===== src/rtl/pagerank_scatter.sv =====
// PageRank scatter stage: divides each node's rank by its out-degree into a contribution
// table, then streams one (contribution, destination) beat per in-range edge.
module pagerank_scatter #(
  parameter int unsigned NODES_IN_GRAPH = 4,
  parameter int unsigned SRC_WIDTH      = 32
) (
  input  logic                              clock,
  input  logic                              reset,
  input  logic                              nextIteration,
  input  logic [NODES_IN_GRAPH-1:0][63:0]   pagerank_current,
  input  logic [NODES_IN_GRAPH-1:0][31:0]   out_degree,
  input  logic                              edge_valid,
  input  logic [SRC_WIDTH-1:0]              edge_src,
  input  logic [31:0]                       edge_dst,
  input  logic                              edge_last,
  output logic                              edge_ready,
  output logic [63:0]                       page_rank_scatter,
  output logic [31:0]                       dest_id,
  output logic                              pagerank_ready,
  output logic                              pagerank_enable,
  output logic                              scatter_operation_complete,
  output logic                              busy,
  output logic                              error_flag
);

  localparam int unsigned IDX_W = (NODES_IN_GRAPH > 1) ? $clog2(NODES_IN_GRAPH) : 1;

  typedef enum logic [1:0] {StIdle, StDivide, StStream, StDone} state_t;

  state_t           r_state, w_state_next;
  logic [IDX_W-1:0] r_node;
  logic [5:0]       r_cnt;
  logic [63:0]      r_quot;
  logic [31:0]      r_rem;
  logic [63:0]      r_contrib [NODES_IN_GRAPH];
  logic             r_ready;
  logic [63:0]      r_scatter;
  logic [31:0]      r_dest;
  logic             r_complete;
  logic             r_error;

  logic        w_start, w_last_node, w_trivial, w_step_done, w_accept, w_in_range, w_emit;
  logic        w_ge;
  logic [31:0] w_deg, w_rem_in, w_rem_next;
  logic [63:0] w_rank, w_div_src, w_quot_next, w_contrib_val;
  logic [32:0] w_shift;

  assign w_start     = nextIteration && (r_state == StIdle || r_state == StDone);
  assign w_last_node = (r_node == IDX_W'(NODES_IN_GRAPH - 1));
  assign w_deg       = out_degree[r_node];
  assign w_rank      = pagerank_current[r_node];
  assign w_trivial   = (w_deg <= 32'd1);
  assign w_step_done = w_trivial || (r_cnt == 6'd63);
  assign w_accept    = (r_state == StStream) && edge_valid;
  assign w_in_range  = (edge_src < SRC_WIDTH'(NODES_IN_GRAPH)) &&
                       (edge_dst < 32'(NODES_IN_GRAPH));
  assign w_emit      = w_accept && w_in_range;

  // First step of a node takes the dividend straight from the rank input.
  assign w_div_src   = (r_cnt == 6'd0) ? w_rank : r_quot;
  assign w_rem_in    = (r_cnt == 6'd0) ? 32'd0 : r_rem;
  assign w_shift     = {w_rem_in, w_div_src[63]};
  assign w_ge        = (w_shift >= {1'b0, w_deg});
  assign w_rem_next  = w_ge ? 32'(w_shift - {1'b0, w_deg}) : w_shift[31:0];
  assign w_quot_next = {w_div_src[62:0], w_ge};
  assign w_contrib_val = (w_deg == 32'd0) ? 64'd0 :
                         (w_deg == 32'd1) ? w_rank : w_quot_next;

  always_ff @(posedge clock or posedge reset) begin
    if (reset) r_state <= StIdle;
    else       r_state <= w_state_next;
  end

  always_comb begin
    w_state_next = r_state;
    unique case (r_state)
      StIdle, StDone: if (nextIteration) w_state_next = StDivide;
      StDivide:       if (w_step_done && w_last_node) w_state_next = StStream;
      StStream:       if (w_accept && edge_last) w_state_next = StDone;
      default:        w_state_next = StIdle;
    endcase
  end

  always_ff @(posedge clock or posedge reset) begin
    if (reset) begin
      r_node <= '0;
      r_cnt  <= '0;
      r_quot <= '0;
      r_rem  <= '0;
      for (int i = 0; i < int'(NODES_IN_GRAPH); i++) r_contrib[i] <= '0;
    end else if (w_start) begin
      r_node <= '0;
      r_cnt  <= '0;
    end else if (r_state == StDivide) begin
      if (w_step_done) begin
        r_contrib[r_node] <= w_contrib_val;
        r_cnt             <= '0;
        if (!w_last_node) r_node <= r_node + 1'b1;
      end else begin
        r_cnt  <= r_cnt + 6'd1;
        r_quot <= w_quot_next;
        r_rem  <= w_rem_next;
      end
    end
  end

  always_ff @(posedge clock or posedge reset) begin
    if (reset) begin
      r_ready    <= 1'b0;
      r_scatter  <= '0;
      r_dest     <= '0;
      r_complete <= 1'b0;
      r_error    <= 1'b0;
    end else begin
      r_ready <= w_emit;
      if (w_emit) begin
        r_scatter <= r_contrib[edge_src[IDX_W-1:0]];
        r_dest    <= edge_dst;
      end
      if (w_start) begin
        r_complete <= 1'b0;
        r_error    <= 1'b0;
      end else begin
        if (w_accept && edge_last)   r_complete <= 1'b1;
        if (w_accept && !w_in_range) r_error    <= 1'b1;
      end
    end
  end

  assign edge_ready                 = (r_state == StStream);
  assign pagerank_enable            = (r_state == StStream) || (r_state == StDone);
  assign busy                       = (r_state == StDivide) || (r_state == StStream);
  assign page_rank_scatter          = r_scatter;
  assign dest_id                    = r_dest;
  assign pagerank_ready             = r_ready;
  assign scatter_operation_complete = r_complete;
  assign error_flag                 = r_error;

endmodule


===== config.mk =====
export PLATFORM = sky130hd
export DESIGN_NAME = pagerank_scatter
export DESIGN_NICKNAME = d
export VERILOG_FILES = /design/src/rtl/pagerank_scatter.sv
export SDC_FILE = /design/constraint.sdc
export NUM_CORES = 1
export LEC_CHECK = 0
export CORE_MARGIN = 3
export CORE_UTILIZATION = 35
export DETAILED_ROUTE_END_ITERATION = 16
export PLACE_DENSITY = 0.67
export SLEW_MARGIN = 5
export SYNTH_ARGS = -nofsm -noshare
export SYNTH_HDL_FRONTEND = slang
export SYNTH_SLANG_ARGS = --single-unit

===== constraint.sdc =====
create_clock -name clock -period 30.2 [get_ports clock]
set_input_delay 4.53 -clock clock [delete_from_list [all_inputs] [get_ports clock]]
set_output_delay 4.53 -clock clock [all_outputs]
set_load 0.01 [all_outputs]

==> results of run 1 <==
layout by cell type, fill, tap and decap left out, types with 42 or more instances in the layout:
cell                                n
sky130_fd_sc_hd__nand2_1          386
sky130_fd_sc_hd__clkbuf_16         49
sky130_fd_sc_hd__a31oi_1           70
sky130_fd_sc_hd__dfrtp_1          459
sky130_fd_sc_hd__nor2_1            93
sky130_fd_sc_hd__a21oi_1           49
sky130_fd_sc_hd__ha_1              42
sky130_fd_sc_hd__mux2_2            67
sky130_fd_sc_hd__clkdlybuf4s50_1  552
sky130_fd_sc_hd__inv_1             48
sky130_fd_sc_hd__mux2i_1           83
sky130_fd_sc_hd__and2_1            63
sky130_fd_sc_hd__o21ai_0          343
sky130_fd_sc_hd__mux4_2           159
cell families after synthesis:
kind of cell	after synthesis
compound gates	544
simple gates	653
mux	310
buf+inv	220
flops	461
xor+xnor	25
fa+ha+maj	43
routing by layer:
layer	wire length, um	global-route usage (%)	part of all wire, %	vias up
met2	36300	34.3	50	551
met1	30100	24.9	42	9606
met5	0	0	0	-
met3	3270	2.90	4.5	93
li1	-	-	-	9022
met4	2390	6.75	3.3	0
flip-flops by register name, summed over array words and instances, names as in the netlist:
register	flops
r_quot	64
pagerank_ready	1
dest_id	32
r_rem	32
page_rank_scatter	64
error_flag	1
r_state	2
r_contrib	256
scatter_operation_complete	1
r_node	2
r_cnt	6
worst max path at each step:
| stage | to | slack [ns] |
|---|---|---|
| after floorplan | dest_id[0] | 12.82 |
| after global placement | r_cnt[3] | 20.35 |
| after detailed placement | r_cnt[5] | 20.36 |
| after CTS | r_cnt[5] | 20.98 |
| after global routing | r_cnt[3] | 20.58 |
| final | r_cnt[5] | 20.95 |
per-stage QoR:
stage,power (W),instances
4_1_cts,0.00192,3666
5_1_grt,0.00202,3668
6_report,0.00190,3668
2_1_floorplan,0.00114,2256
3_3_place_gp,0.00131,3580
3_5_place_dp,0.00133,3580
where the power goes:
part / internal [W] / switching (W) / total (W)
Clock: 0.000340 / 0.000243 / 0.000582
Sequential: 0.000680 / 0.0000321 / 0.000712
Combinational: 0.000245 / 0.000358 / 0.000604
area by class of cell:
class | instances | share of cell area, %
multi-input cells | 1575 | 37.1
flip-flops and latches | 461 | 36.1
repair buffers | 574 | 17.8
clock buffers | 71 | 4.40
well taps | 921 | 3.60
inverters | 49 | 0.598
clock inverters | 15 | 0.426
diodes | 2 | 0.0156
critical path: cells and delay by family:
| kind | cells | cell delay (ns) |
|---|---|---|
| buffers and inverters | 4 | 2.54 |
| AND/OR/NAND/NOR | 4 | 1.46 |
| multiplexers | 1 | 0.57 |
| AO/OA/AOI/OAI | 3 | 0.38 |
==> flow_summary.ini, run 1 <==
[route]
ant_nets = 0
drt_pass1_iterations = 5
post_drt_via_cell_ratio = 5.25
final_wirelength_um = 72000
drt_iter0_drc = 949
routed-via-count = 19272
drc_errors = 0
wl_cell_um = 19.6

[worst_setup_path]
cp-startpoint = out_degree[103]
rr_startpoint = r_node[1]
worst-path-max-fanout = 118
timing_worst_setup_path_type = input pin to flop
setup.worst_path.start_class = input pin
worstPathArrival_ns = 9.70
crit_path_top_delay_cell = sky130_fd_sc_hd__buf_4
critical-path-top-cell-by-count = sky130_fd_sc_hd__buf_4
critical_path.endpoint_type = flop
critPathRequiredTime_ns = 30.65
worstRegToRegCells = 12
reg2reg_setup_slack_ns = 23.86
worstPathCellList = clkdlybuf4s50_1 > mux4_2 > nor4_1 > nand4_1 > nor2_4 > buf_4 > buf_4 > or3_4 > buf_4 > a31oi_1 > o21ai_0 > o21ai_0
critical_path.max_stage_delay_ns = 0.89
worst_r2r_endpoint = r_cnt[5]

[timing]
worst_pin_slew_ns = 1.11
fin_skew_ns = 0.0165
post-route-period-util_pct = 30.6
post-route-worst-setup-slack_ns = 20.95
slew_viol_final = 0
relative_slew_slack_pct = 25.9
rsz_0062_raised_after_global_routing = no
timing.fmax_mhz = 108
final_period_minus_worst_setup_slack_ns = 9.25
whs_ns = 0.475
setup_viol = 0
totalNegativeSetupSlack_ns = 0
hold_viol = 0

[cells_and_area]
seqCellArea_sq_um = 11500
layout-drive-gt1-share_pct = 12.3
stdcell_area_sq_um = 32000
filler_cell_count = 6181
nets = 3205
finalCoreUtilization_pct = 47.1
area_growth_syn_to_layout_pct = 31.7
total_area_of_multi_input_combinational_cells_sq_um = 11900

[clocking]
clock-sinks = 461
clk_pin_slew_ns = 0.06
ctsResizeCount = 0
clock_tree.root_cell = sky130_fd_sc_hd__clkbuf_16
tritoncts = built
tritoncts.num_buffers = 48
ctsLongestPathBuffers = 3
ctsHtreeMaxLevel = 2
worstSkewPairLatency_ns = 0.58
cts_hold_buffers = 0
cts_post_setup_buffers_inserted = 0

[hold_path]
min_from = r_contrib[35]
holdPathEnd = r_contrib[35]
hold_path_class = flop to flop
timing.hold.worst_path_depth = 2

[floorplan]
die_area_sq_um = 72600
num_io_pins = 555
fp.dieH_um = 269
initial_core_utilization_pct = 35.7
core_sq_um = 68000
num_rows = 95
die_x_um = 269

[job]
timing.max_cap.violations = 0

[placement]
gp_routability_congestion = 0.888
dp_hpwl_um = 52900
postPlaceCellArea_sq_um = 30500
setup_slack_at_placement_ns = 20.36
total_of_buffers_placed_on_input_and_output_ports = 554

[yosys]
xor_xnor_cell_area_share_of_the_yosys_netlist_pct = 0.901
synth.distinct_cells = 57
most_instantiated_library_cell_after_synthesis = sky130_fd_sc_hd__dfrtp_1
postSynthRegisterBits = 461
synth.top_cells.by_area = sky130_fd_sc_hd__dfrtp_1 (47%), sky130_fd_sc_hd__mux4_2 (15%), sky130_fd_sc_hd__o21ai_0 (7.1%)
netlist.area_leader.share_pct = 47.5
synthAdderAreaFrac_pct = 2.25
yosysSeqAreaShare_pct = 47.5
synth_top_family_by_area = multiplexers
ys.flop_type = sky130_fd_sc_hd__dfrtp_1
synth_area_per_cell_sq_um = 10.8
asyncSetResetFlopFracSynth_pct = 100
synthesis.yosys.warnings = 0
syn_nets = 2752
syn_area_sq_um = 24300
post_synth_and_or_nand_nor_area_fraction_pct = 11.7
compound_cell_area_share_of_the_yosys_netlist_pct = 12.4
yosys-top-cells-count = sky130_fd_sc_hd__dfrtp_1 (461), sky130_fd_sc_hd__nand2_1 (391), sky130_fd_sc_hd__o21ai_0 (343), sky130_fd_sc_hd__mux4_2 (160), sky130_fd_sc_hd__clkbuf_1 (101)
synth.area.mux_share_pct = 21.4
synth_enable_flop_cells = 0
synth_top_area_cell = sky130_fd_sc_hd__dfrtp_1
syn_inst = 2256

[power]
worst_ir_drop_vdd_v = 0.0000354
power_density_nw_per_um2 = 59.3
power.leakage_nw = 13.7

[global_routing]
grt_overflow = 0
grt_antenna_before_repair = 2
grtUsageTotal_pct = 19.6
grt_max_degree = 119
grt_pass1_vias = 20080
grt_first_pass_wirelength_um = 114000

[run_status]
status = finished clean
Note: power is estimated with default switching activity, not from simulation.
==> run 2, diff against run 1 <==
- clock period: 30.2 -> 9 ns (I/O delays scaled with it)
==> flow_summary.ini, run 2 (same netlist as run 1, synthesis figures left out) <==
[run_status]
status = finished clean

[timing]
final_period_minus_worst_setup_slack_ns = 5.43
totalNegativeSetupSlack_ns = 0
whs_ns = 0.472
relative_slew_slack_pct = 24.6
slew_viol_final = 0
setup_viol = 0
fin_skew_ns = 0.0206
post-route-period-util_pct = 60.4
timing.fmax_mhz = 184
rsz_0062_raised_after_global_routing = no
hold_viol = 0
worst_pin_slew_ns = 1.13

[floorplan]
die_area_sq_um = 72600
initial_core_utilization_pct = 35.7
core_sq_um = 68000
num_io_pins = 555
num_rows = 95
die_x_um = 269
fp.dieH_um = 269

[clocking]
tritoncts.num_buffers = 47
cts_hold_buffers = 0
ctsResizeCount = 0
cts_post_setup_buffers_inserted = 0
worstSkewPairLatency_ns = 0.59
clock-sinks = 461
clk_pin_slew_ns = 0.06
ctsHtreeMaxLevel = 2
clock_tree.root_cell = sky130_fd_sc_hd__clkbuf_16
tritoncts = built
ctsLongestPathBuffers = 3

[global_routing]
grtUsageTotal_pct = 20.0
grt_overflow = 0
grt_max_degree = 175
grt_first_pass_wirelength_um = 116000
grt_antenna_before_repair = 1
grt_pass1_vias = 20365

[worst_setup_path]
critical_path.max_stage_delay_ns = 1.08
worst-path-max-fanout = 65
worstPathCellList = buf_4 > mux4_4 > ha_1 > nor2b_1 > o21bai_1 > a21bo_2 > nand3_1 > a211o_1 > a41oi_4 > buf_4 > nand2b_1 > o211ai_1
worstPathArrival_ns = 5.86
timing_worst_setup_path_type = flop to flop
critical-path-top-cell-by-count = sky130_fd_sc_hd__buf_4
setup.worst_path.start_class = flop
critical_path.endpoint_type = flop
crit_path_top_delay_cell = sky130_fd_sc_hd__mux4_4
critPathRequiredTime_ns = 9.43

[route]
routed-via-count = 19562
final_wirelength_um = 73500
drc_errors = 0
drt_pass1_iterations = 5
ant_nets = 0
drt_iter0_drc = 1146
wl_cell_um = 20.1
post_drt_via_cell_ratio = 5.34

[cells_and_area]
antennaDiodeCount = 0
finalCoreUtilization_pct = 47.2
area_growth_syn_to_layout_pct = 32.1
regMostFlops = r_contrib
filler_cell_count = 6160
final_cell_mix = sky130_fd_sc_hd__clkdlybuf4s50_1 (552), sky130_fd_sc_hd__dfrtp_1 (459), sky130_fd_sc_hd__nand2_1 (386)
layout-drive-gt1-share_pct = 12.5
largest_reg_flops = 256
nets = 3205
layout.cells.most_common = sky130_fd_sc_hd__clkdlybuf4s50_1

[power]
intPower_w = 0.00431
net-switching-power_w = 0.00215
power.switching_fraction_pct = 33.3
power.leakage_nw = 13.8
pwr-share-comb_pct = 31.6
power_density_nw_per_um2 = 201
finalPower_w = 0.00646
share_clk_of_total_power_pct = 31.5
worst_ir_drop_vdd_v = 0.000137
fraction_of_power_consumed_by_sequential_logic_pct = 36.9

[placement]
dp_hpwl_um = 53700
gp_routability_congestion = 0.941
total_of_buffers_placed_on_input_and_output_ports = 554

[hold_path]
hold_path_class = flop to flop

[job]
timing.max_cap.violations = 0
run 2: final timing paths:
path | start | end | slack (ns) | cells after the start
worst max-delay path | r_node[1] | r_rem[18] | 3.57 | 12
worst min-delay path | r_rem[8] | r_rem[8] | 0.47 | 2
worst max register to register | r_node[1] | r_rem[18] | 3.57 | 12
worst min register to register | r_rem[8] | r_rem[8] | 0.47 | 2
max in group asynchronous | reset | r_contrib[156] | 5.95 | 4
min in group asynchronous | reset | r_contrib[205] | 1.18 | 2
run 2: critical path: cells and delay by family, from the launching register on:
kind	cells	cell delay (ns)
adder cells (fa/ha/maj)	1	0.29
multiplexers	1	1.08
AND/OR/NAND/NOR	3	0.59
AO/OA/AOI/OAI	5	1.22
buffers and inverters	2	1.18
flip-flops	1	0.83
run 2: cell type report:
class	instances	area, sq um	share of cell area (%)
clock inverters	20	253	0.788
multi-input cells	1575	11900	37.0
flip-flops and latches	461	11500	36.0
well taps	921	1150	3.59
repair buffers	575	5710	17.8
clock buffers	65	1370	4.25
inverters	49	188	0.585
run 2: per-layer routing:
layer	global-route usage (%)	routed length [um]	up-vias
met5	0	13	-
met2	35.8	38000	722
met3	2.88	4010	107
met4	6.44	2030	2
li1	-	-	9015
met1	25.0	29500	9716
run 2: stage by stage:
step	instances	setup slack [ns]	cell area, sq um
6_report	3666	3.57	32100
5_1_grt	3666	3.12	32100
4_1_cts	3666	3.53	32100
3_5_place_dp	3581	3.33	30500
3_3_place_gp	3581	3.39	30500
2_1_floorplan	2256	1.41	24300
run 2: power groups by stage:
stage	clock network [W]	logic, W	registers [W]
final	0.00203	0.00204	0.00239
after global routing	0.00217	0.00229	0.00241
after CTS	0.00208	0.00204	0.00238
after detailed placement	0	0.00204	0.00242
after global placement	0	0.00198	0.00241
after floorplan	0	0.00143	0.00240
